--- config.mk ---
export PLATFORM = sky130hd
export DESIGN_NAME = tree_adder_seq
export DESIGN_NICKNAME = d
export VERILOG_FILES = /design/src/rtl/poly_mod_mult_pkg.sv /design/src/rtl/tree_adder.sv /design/src/rtl/tree_adder_seq.sv
export SDC_FILE = /design/constraint.sdc
export NUM_CORES = 1
export LEC_CHECK = 0
export CAP_MARGIN = 40
export CORE_AREA = 10 10 416 418
export CTS_CLUSTER_DIAMETER = 150
export DETAILED_ROUTE_END_ITERATION = 10
export DIE_AREA = 0 0 426 428
export PLACE_DENSITY = 0.67
export SYNTH_ARGS = -nofsm -noshare
export SYNTH_HDL_FRONTEND = slang
export SYNTH_HIERARCHICAL = 1
export SYNTH_SLANG_ARGS = --single-unit
--- constraint.sdc ---
create_clock -name i_clk -period 39.7 [get_ports i_clk]
set_clock_uncertainty 0.05 [all_clocks]
set_input_delay 7.94 -clock i_clk [delete_from_list [all_inputs] [get_ports i_clk]]
set_output_delay 7.94 -clock i_clk [all_outputs]
set_load 0.01 [all_outputs]
--- src/rtl/poly_mod_mult_pkg.sv ---
// Shared types and helpers for the poly_mod_mult reduction path.
package poly_mod_mult_pkg;

  typedef enum logic [1:0] {IDLE, FEED, DRAIN, DONE} state_t;

  function automatic int ceil_div(input int a, input int b);
    return (a + b - 1) / b;
  endfunction

endpackage

--- src/rtl/tree_adder.sv ---
// Registered N-input adder: sums NUM_IN words, result one cycle later.
// Output grows by $clog2(NUM_IN) bits so the sum can never wrap.
module tree_adder #(
  parameter  int NUM_IN   = 4,
  parameter  int IN_BITS  = 64,
  localparam int OUT_BITS = IN_BITS + $clog2(NUM_IN)
) (
  input  logic                             i_clk,
  input  logic                             i_rst_n,
  input  logic [NUM_IN-1:0][IN_BITS-1:0]   i_dat,
  output logic [OUT_BITS-1:0]              o_dat
);

  logic [OUT_BITS-1:0] sum;

  always_comb begin
    sum = '0;
    for (int i = 0; i < NUM_IN; i++) begin
      sum = sum + OUT_BITS'(i_dat[i]);
    end
  end

  always_ff @(posedge i_clk or negedge i_rst_n) begin
    if (!i_rst_n) begin
      o_dat <= '0;
    end else begin
      o_dat <= sum;
    end
  end

endmodule

--- src/rtl/tree_adder_seq.sv ---
// Time-multiplexed sum: feeds CHUNK words per cycle through one tree_adder and accumulates.
// Latency NUM_CHUNKS+2 from accept to o_val; one transaction in flight, result held until i_rdy.
module tree_adder_seq
  import poly_mod_mult_pkg::*;
#(
  parameter  int NUM_IN   = 16,
  parameter  int IN_BITS  = 64,
  parameter  int CHUNK    = 4,
  localparam int OUT_BITS = IN_BITS + $clog2(NUM_IN)
) (
  input  logic                             i_clk,
  input  logic                             i_rst_n,
  input  logic [NUM_IN-1:0][IN_BITS-1:0]   i_dat,
  input  logic                             i_val,
  output logic                             o_rdy,
  output logic [OUT_BITS-1:0]              o_dat,
  output logic                             o_val,
  input  logic                             i_rdy,
  output logic                             o_busy
);

  localparam int NUM_CHUNKS = ceil_div(NUM_IN, CHUNK);
  localparam int SUM_BITS   = IN_BITS + $clog2(CHUNK);
  localparam int CNT_W      = (NUM_CHUNKS > 1) ? $clog2(NUM_CHUNKS) : 1;
  localparam int IDX_W      = (NUM_IN > 1) ? $clog2(NUM_IN) : 1;

  state_t                          state, state_nxt;
  logic [CNT_W-1:0]                cnt;
  logic [NUM_IN-1:0][IN_BITS-1:0]  ops;
  logic [CHUNK-1:0][IN_BITS-1:0]   lanes;
  logic [SUM_BITS-1:0]             chunk_sum;
  logic [OUT_BITS-1:0]             acc;
  logic                            issue_vld;
  logic                            accept;
  logic                            last_chunk;

  assign accept     = (state == IDLE) && i_val;
  assign last_chunk = (cnt == CNT_W'(NUM_CHUNKS - 1));
  assign o_dat      = acc;

  always_ff @(posedge i_clk or negedge i_rst_n) begin
    if (!i_rst_n) begin
      state <= IDLE;
    end else begin
      state <= state_nxt;
    end
  end

  always_comb begin
    state_nxt = state;
    o_rdy     = 1'b0;
    o_val     = 1'b0;
    o_busy    = 1'b1;
    case (state)
      IDLE: begin
        o_rdy  = 1'b1;
        o_busy = 1'b0;
        if (i_val) state_nxt = FEED;
      end
      FEED:  if (last_chunk) state_nxt = DRAIN;
      DRAIN: state_nxt = DONE;
      DONE: begin
        o_val = 1'b1;
        if (i_rdy) state_nxt = IDLE;
      end
      default: state_nxt = IDLE;
    endcase
  end

  // Operands are only consumed after accept, so they need no reset.
  always_ff @(posedge i_clk) begin
    if (accept) ops <= i_dat;
  end

  // Lanes past the end of the operand vector read as zero so the last chunk can be partial.
  always_comb begin
    lanes = '0;
    for (int l = 0; l < CHUNK; l++) begin
      if (int'(cnt) * CHUNK + l < NUM_IN) begin
        lanes[l] = ops[IDX_W'(int'(cnt) * CHUNK + l)];
      end
    end
  end

  tree_adder #(
    .NUM_IN  (CHUNK),
    .IN_BITS (IN_BITS)
  ) u_tree_adder (
    .i_clk   (i_clk),
    .i_rst_n (i_rst_n),
    .i_dat   (lanes),
    .o_dat   (chunk_sum)
  );

  // issue_vld tracks the adder's one-cycle latency; accumulation trails issue by one edge.
  always_ff @(posedge i_clk or negedge i_rst_n) begin
    if (!i_rst_n) begin
      cnt       <= '0;
      acc       <= '0;
      issue_vld <= 1'b0;
    end else begin
      issue_vld <= (state == FEED);
      if (accept) begin
        cnt <= '0;
        acc <= '0;
      end else begin
        if (state == FEED) cnt <= cnt + 1'b1;
        if (issue_vld)     acc <= acc + OUT_BITS'(chunk_sum);
      end
    end
  end

endmodule
==> impl_metrics.py, run 1 <==
metrics = {
    "finish": {
        "fill_cells": 14826,
        "drive_gt1_frac": 0.118,
        "final_area_um2": 70800,
        "nNetsFinal": 5694,
        "area_growth_pct": 33.8,
    },
    "critical_path": {
        "critical_path.max_fanout": 72,
        "crit_path_start_kind": "input pin",
        "r2r-start": "cnt[0]",
        "worstPathArrival_ps": 11220,
        "setup.worst_path.end_class": "flip-flop",
        "critPathKind": "in -> reg",
        "cp.required_ps": 40030,
        "cp-startpoint": "i_val",
    },
    "placement": {
        "dpl_cell_area_um2": 66600,
        "io_buffers": 1098,
        "hpwl_um": 140000,
        "gp_congestion": 0.890,
    },
    "sta": {
        "period_share": 0.274,
        "relSlewSlack": 0.166,
        "finalMaxSlewViolations": 0,
        "fmax_ghz": 0.0918,
        "tightestPinTransition_ps": 1250,
        "timing.hold.ws_ps": 506,
        "setup_viol": 0,
        "grt_setup_unrepaired": "no",
        "finalHoldViolCount": 0,
        "fin_tns_setup_ps": 0,
        "post-route-min-period_ps": 10890,
    },
    "route": {
        "wl_met1_um": 66900,
        "wl_met2_um": 92700,
        "vias_per_cell": 4.86,
        "drt_iter0_markers": 2781,
        "wl_um": 177000,
        "routed-wl-met3_um": 11400,
        "highest_layer": "met5",
        "dr.pass1.iters": 7,
        "final_antenna_net_count": 0,
        "wl_per_cell_um": 26.3,
        "num_vias": 32687,
        "drc": 0,
    },
    "clocking": {
        "cts_setup_buffers": 0,
        "cts_hold_buf": 0,
        "cts_root_buffer": "clkbuf_16",
        "cts_tree": "yes",
        "path_clk_slew_ps": 60,
        "cts.path.max_buffers": 3,
        "clk-insertion-delay-late_ps": 780,
        "numCtsBuffers": 132,
        "post_cts_resized": 0,
        "htree_levels": 4,
        "clock-sinks": 1163,
    },
    "synthesis": {
        "synthArstFlopShare": 0.120,
        "synth_fp_nets": 4550,
        "synth.cell_area_um2": 52900,
        "synth_seq_cells": 1163,
        "synth_top_area_share": 0.581,
        "synth_edf_count": 1024,
        "yosys.cell_types.count": 83,
        "synth.avg_cell_area_um2": 16.2,
        "synthFlopType": "edfxtp_1",
        "syn_inst": 3257,
        "synth_common_cells": "edfxtp_1 (1024), inv_1 (391), mux4_2 (256)",
        "yosysSeqAreaShare": 0.647,
        "synth.top_cells.by_area": "edfxtp_1 (58%), mux4_2 (11%), dfrtp_1 (6.6%), fa_1 (4.9%), ha_1 (3.2%)",
        "yosysWarnings": 6,
        "synth_most_common_cell": "edfxtp_1",
        "synth_top_cell_by_area": "edfxtp_1",
    },
    "die": {
        "core_area_um2": 164000,
        "dieWidth_um": 426,
        "initial_utilization": 0.322,
        "rows": 149,
        "die_area_um2": 182000,
        "io-pin-count": 1099,
        "die_height_um": 428,
    },
    "hold_path": {
        "hp-start": "o_dat[14]",
        "hold_path_class": "reg -> reg",
    },
    "global_route": {
        "overflow": 0,
        "grt_pass1_wl_um": 248000,
        "antenna_found_initial": 39,
        "grt_pass1_vias": 34625,
        "grt_max_degree": 206,
        "gr-usage-all-layers": 0.188,
    },
    "outcome": {
        "outcome": "finished clean",
    },
    "run": {
        "cap_violations": 0,
    },
}
-- worst max-delay path, stage by stage --
cell             delay, ps
clkdlybuf4s50_1        530
nand2_1                 80
buf_4                  240
inv_8                  110
buf_4                  630
buf_4                  380
buf_16                 340
buf_4                  780
-- flip-flops by register name (all words and copies together), names as in the netlist --
signal              flops
o_dat                  68
u_tree_adder/o_dat     66
ops                  1024
cnt                     2
state                   2
issue_vld               1
-- layout make-up --
type	count	area (um^2)	area share
Inverter	392	1480	0.0209
Tap cell	2189	2740	0.0387
Multi-Input combinational cell	1571	16600	0.235
Antenna cell	29	72.6	0.00102
Clock inverter	72	649	0.00917
Timing Repair Buffer	1141	11500	0.162
Sequential cell	1163	34200	0.484
Clock buffer	162	3500	0.0494
-- metrics by stage --
stage / instances / setup WS, ps / util
after global placement: 6440 / 26890 / 0.403
after detailed placement: 6456 / 27980 / 0.405
after global routing: 6718 / 28630 / 0.431
final: 6719 / 28810 / 0.431
after floorplan: 3257 / 2050 / -
after CTS: 6690 / 28840 / 0.430
-- placed cells by master (no fill, tap or decap), types with 9 or more instances in the layout --
| cell | count |
|---|---|
| clkdlybuf4s50_1 | 1097 |
| nor2_1 | 118 |
| nand3_1 | 38 |
| o21ai_0 | 83 |
| o21bai_1 | 15 |
| inv_6 | 12 |
| edfxtp_1 | 1024 |
| dfrtp_1 | 136 |
| o31ai_1 | 9 |
| clkinv_2 | 14 |
| buf_4 | 25 |
| nand2_1 | 120 |
| nand4_1 | 38 |
| clkbuf_1 | 26 |
| diode_2 | 29 |
| a211oi_1 | 15 |
| a21o_1 | 86 |
| a31oi_1 | 26 |
| fa_1 | 129 |
| inv_1 | 390 |
| a21oi_1 | 145 |
| xnor2_1 | 67 |
| nor3_1 | 20 |
| clkbuf_16 | 136 |
| clkinv_1 | 23 |
| o211ai_1 | 11 |
| ha_1 | 136 |
| nor2b_1 | 13 |
| mux2i_1 | 53 |
| o21a_1 | 10 |
| mux4_2 | 256 |
| xor2_1 | 50 |
-- metal layers --
metal / up-vias / global-route usage
met1: 16687 / 0.222
met4: 6 / 0.0725
li1: 14578 / -
met5: - / 0
met3: 234 / 0.0433
met2: 1182 / 0.331
-- final timing paths --
kind	endpoint	slack [ps]	cells after the start
hold / removal	o_dat[14]	510	2
max in group asynchronous	cnt[0]	31730	2
setup / recovery	ops[251]	28810	8
setup reg to reg	u_tree_adder/o_dat[65]	31820	21
min in group asynchronous	o_dat[65]	6930	1
hold reg to reg	o_dat[14]	510	2
-- cell families after synthesis --
| kind of cell | count (synthesis) | synth area share |
|---|---|---|
| xor+xnor | 117 | 0.0194 |
| buf+inv | 523 | 0.0389 |
| compound gates | 475 | 0.0584 |
| mux | 310 | 0.119 |
| simple gates | 404 | 0.0361 |
| flops | 1163 | 0.647 |
| fa+ha+maj | 265 | 0.0810 |
Power of run 1 is not shown: default switching activity piles up to over one toggle a cycle in this logic, so the estimate is an artifact.
==> inputs of run 2 (changes only) <==
==> constraint.sdc (replaced) <==
create_clock -name i_clk -period 10.7 [get_ports i_clk]
set_clock_uncertainty 0.05 [all_clocks]
set_input_delay 2.14 -clock i_clk [delete_from_list [all_inputs] [get_ports i_clk]]
set_output_delay 2.14 -clock i_clk [all_outputs]
set_load 0.01 [all_outputs]
==> run 2 against run 1 <==
  * Via count decreased by 0.28%
  * Worst hold slack worse by 3.1 ps
  * Utilization grew 0.054 points
  * Routed wire length is 0.26% lower
  * Critical path type is now reg -> reg
  * Die area unchanged
  * Critical endpoint is now u_tree_adder/o_dat[65]
==> impl_metrics.py, run 2 (synthesis results as in run 1) <==
metrics = {
    "global_route": {
        "antenna_found_initial": 47,
        "overflow": 0,
        "grt_pass1_wl_um": 247000,
        "gr-usage-all-layers": 0.188,
        "grt_max_degree": 167,
        "grt_pass1_vias": 34818,
    },
    "die": {
        "die_height_um": 428,
        "die_area_um2": 182000,
        "core_area_um2": 164000,
        "initial_utilization": 0.322,
        "io-pin-count": 1099,
        "dieWidth_um": 426,
        "rows": 149,
    },
    "critical_path": {
        "critPathKind": "reg -> reg",
        "worstPathArrival_ps": 7430,
        "crit_path_start_kind": "flip-flop",
        "setup.worst_path.end_class": "flip-flop",
        "critical_path.max_fanout": 89,
        "cp.required_ps": 11280,
    },
    "clocking": {
        "cts.path.max_buffers": 3,
        "cts_tree": "yes",
        "path_clk_slew_ps": 60,
        "post_cts_resized": 0,
        "cts_root_buffer": "clkbuf_16",
        "cts_setup_buffers": 0,
        "numCtsBuffers": 136,
        "clk-insertion-delay-late_ps": 790,
        "cts_hold_buf": 0,
        "clock-sinks": 1163,
        "htree_levels": 4,
    },
    "sta": {
        "finalHoldViolCount": 0,
        "finalMaxSlewViolations": 0,
        "post-route-min-period_ps": 6850,
        "relSlewSlack": 0.338,
        "period_share": 0.640,
        "tightestPinTransition_ps": 993,
        "fin_tns_setup_ps": 0,
        "grt_setup_unrepaired": "no",
        "fmax_ghz": 0.146,
        "setup_viol": 0,
    },
    "finish": {
        "largest_register": "ops",
        "fill_cells": 14809,
        "reg_top3": "ops x1024, o_dat x68, u_tree_adder/o_dat x66",
        "largest_reg_flops": 1024,
        "drive_gt1_frac": 0.117,
        "area_growth_pct": 34.0,
        "nNetsFinal": 5690,
        "layout_commonest_cell": "clkdlybuf4s50_1",
        "final_cell_mix": "clkdlybuf4s50_1 (1097), edfxtp_1 (1024), inv_1 (390)",
    },
    "placement": {
        "gp_congestion": 0.880,
        "hpwl_um": 139000,
        "io_buffers": 1098,
    },
    "route": {
        "num_vias": 32596,
        "dr.pass1.iters": 5,
        "final_antenna_net_count": 0,
        "wl_per_cell_um": 26.3,
        "wl_met2_um": 90500,
        "wl_met1_um": 64900,
        "drc": 0,
        "wl_um": 176000,
        "vias_per_cell": 4.85,
        "highest_layer": "met5",
        "routed-wl-met3_um": 12500,
        "drt_iter0_markers": 2902,
    },
    "hold_path": {
        "hold_path_class": "reg -> reg",
    },
    "run": {
        "cap_violations": 0,
    },
    "outcome": {
        "outcome": "finished clean",
    },
}
[run 2: changes by cell type in the layout (fill, tap and decap cells not counted), sizes merged]
cell,before,now
clkbuf,162,165
clkinv,47,58
buf,44,36
inv,404,398
clkinvlp,6,5
[run 2: final cells by class]
type	instances	area [um^2]	share of cell area
Antenna cell	29	72.6	0.00102
Clock buffer	165	3620	0.0510
Sequential cell	1163	34200	0.483
Clock inverter	76	657	0.00927
Multi-Input combinational cell	1571	16600	0.234
Timing Repair Buffer	1133	11500	0.162
Inverter	392	1480	0.0209
Tap cell	2189	2740	0.0386
[run 2: layer usage]
layer  global-route usage  vias up
li1                     -    14581
met5                    0        -
met2                0.326     1246
met4               0.0937       16
met1                0.215    16460
met3               0.0482      293
[run 2: worst max-delay path: stages (launching register included)]
cell and delay (ps):
dfrtp_4 970, buf_12 440, mux4_2 430, fa_1 570
fa_1 450, ha_1 240, fa_1 450, a211oi_2 290
o211ai_1 220, nand3_1 340, a211oi_1 230, o21ai_0 670
a31oi_1 370, a22o_1 360, a221oi_1 410, o21ai_0 150
[run 2: stage by stage]
| step | hold WS (ps) | setup slack [ps] | util | area (um^2) | std cells |
|---|---|---|---|---|---|
| final | 503 | 3850 | 0.431 | 70900 | 6718 |
| after global routing | 540 | 3560 | 0.431 | 70900 | 6715 |
| after CTS | 507 | 3750 | 0.431 | 70800 | 6689 |
| after detailed placement | 496 | 3840 | 0.405 | 66500 | 6448 |
| after global placement | 480 | 3480 | 0.404 | 66400 | 6438 |
| after floorplan | 487 | 460 | - | 52900 | 3257 |
[run 2: final timing paths]
path / cells after the start / slack, ps / end / startpoint
max: 15 / 3850 / u_tree_adder/o_dat[65] / cnt[1]
min: 2 / 500 / o_dat[67] / o_dat[67]
max reg2reg: 15 / 3850 / u_tree_adder/o_dat[65] / cnt[1]
min reg2reg: 2 / 500 / o_dat[67] / o_dat[67]
max in group asynchronous: 2 / 8480 / issue_vld / i_rst_n
min in group asynchronous: 1 / 1110 / o_dat[67] / i_rst_n
Power of run 2 is left out for the same reason.
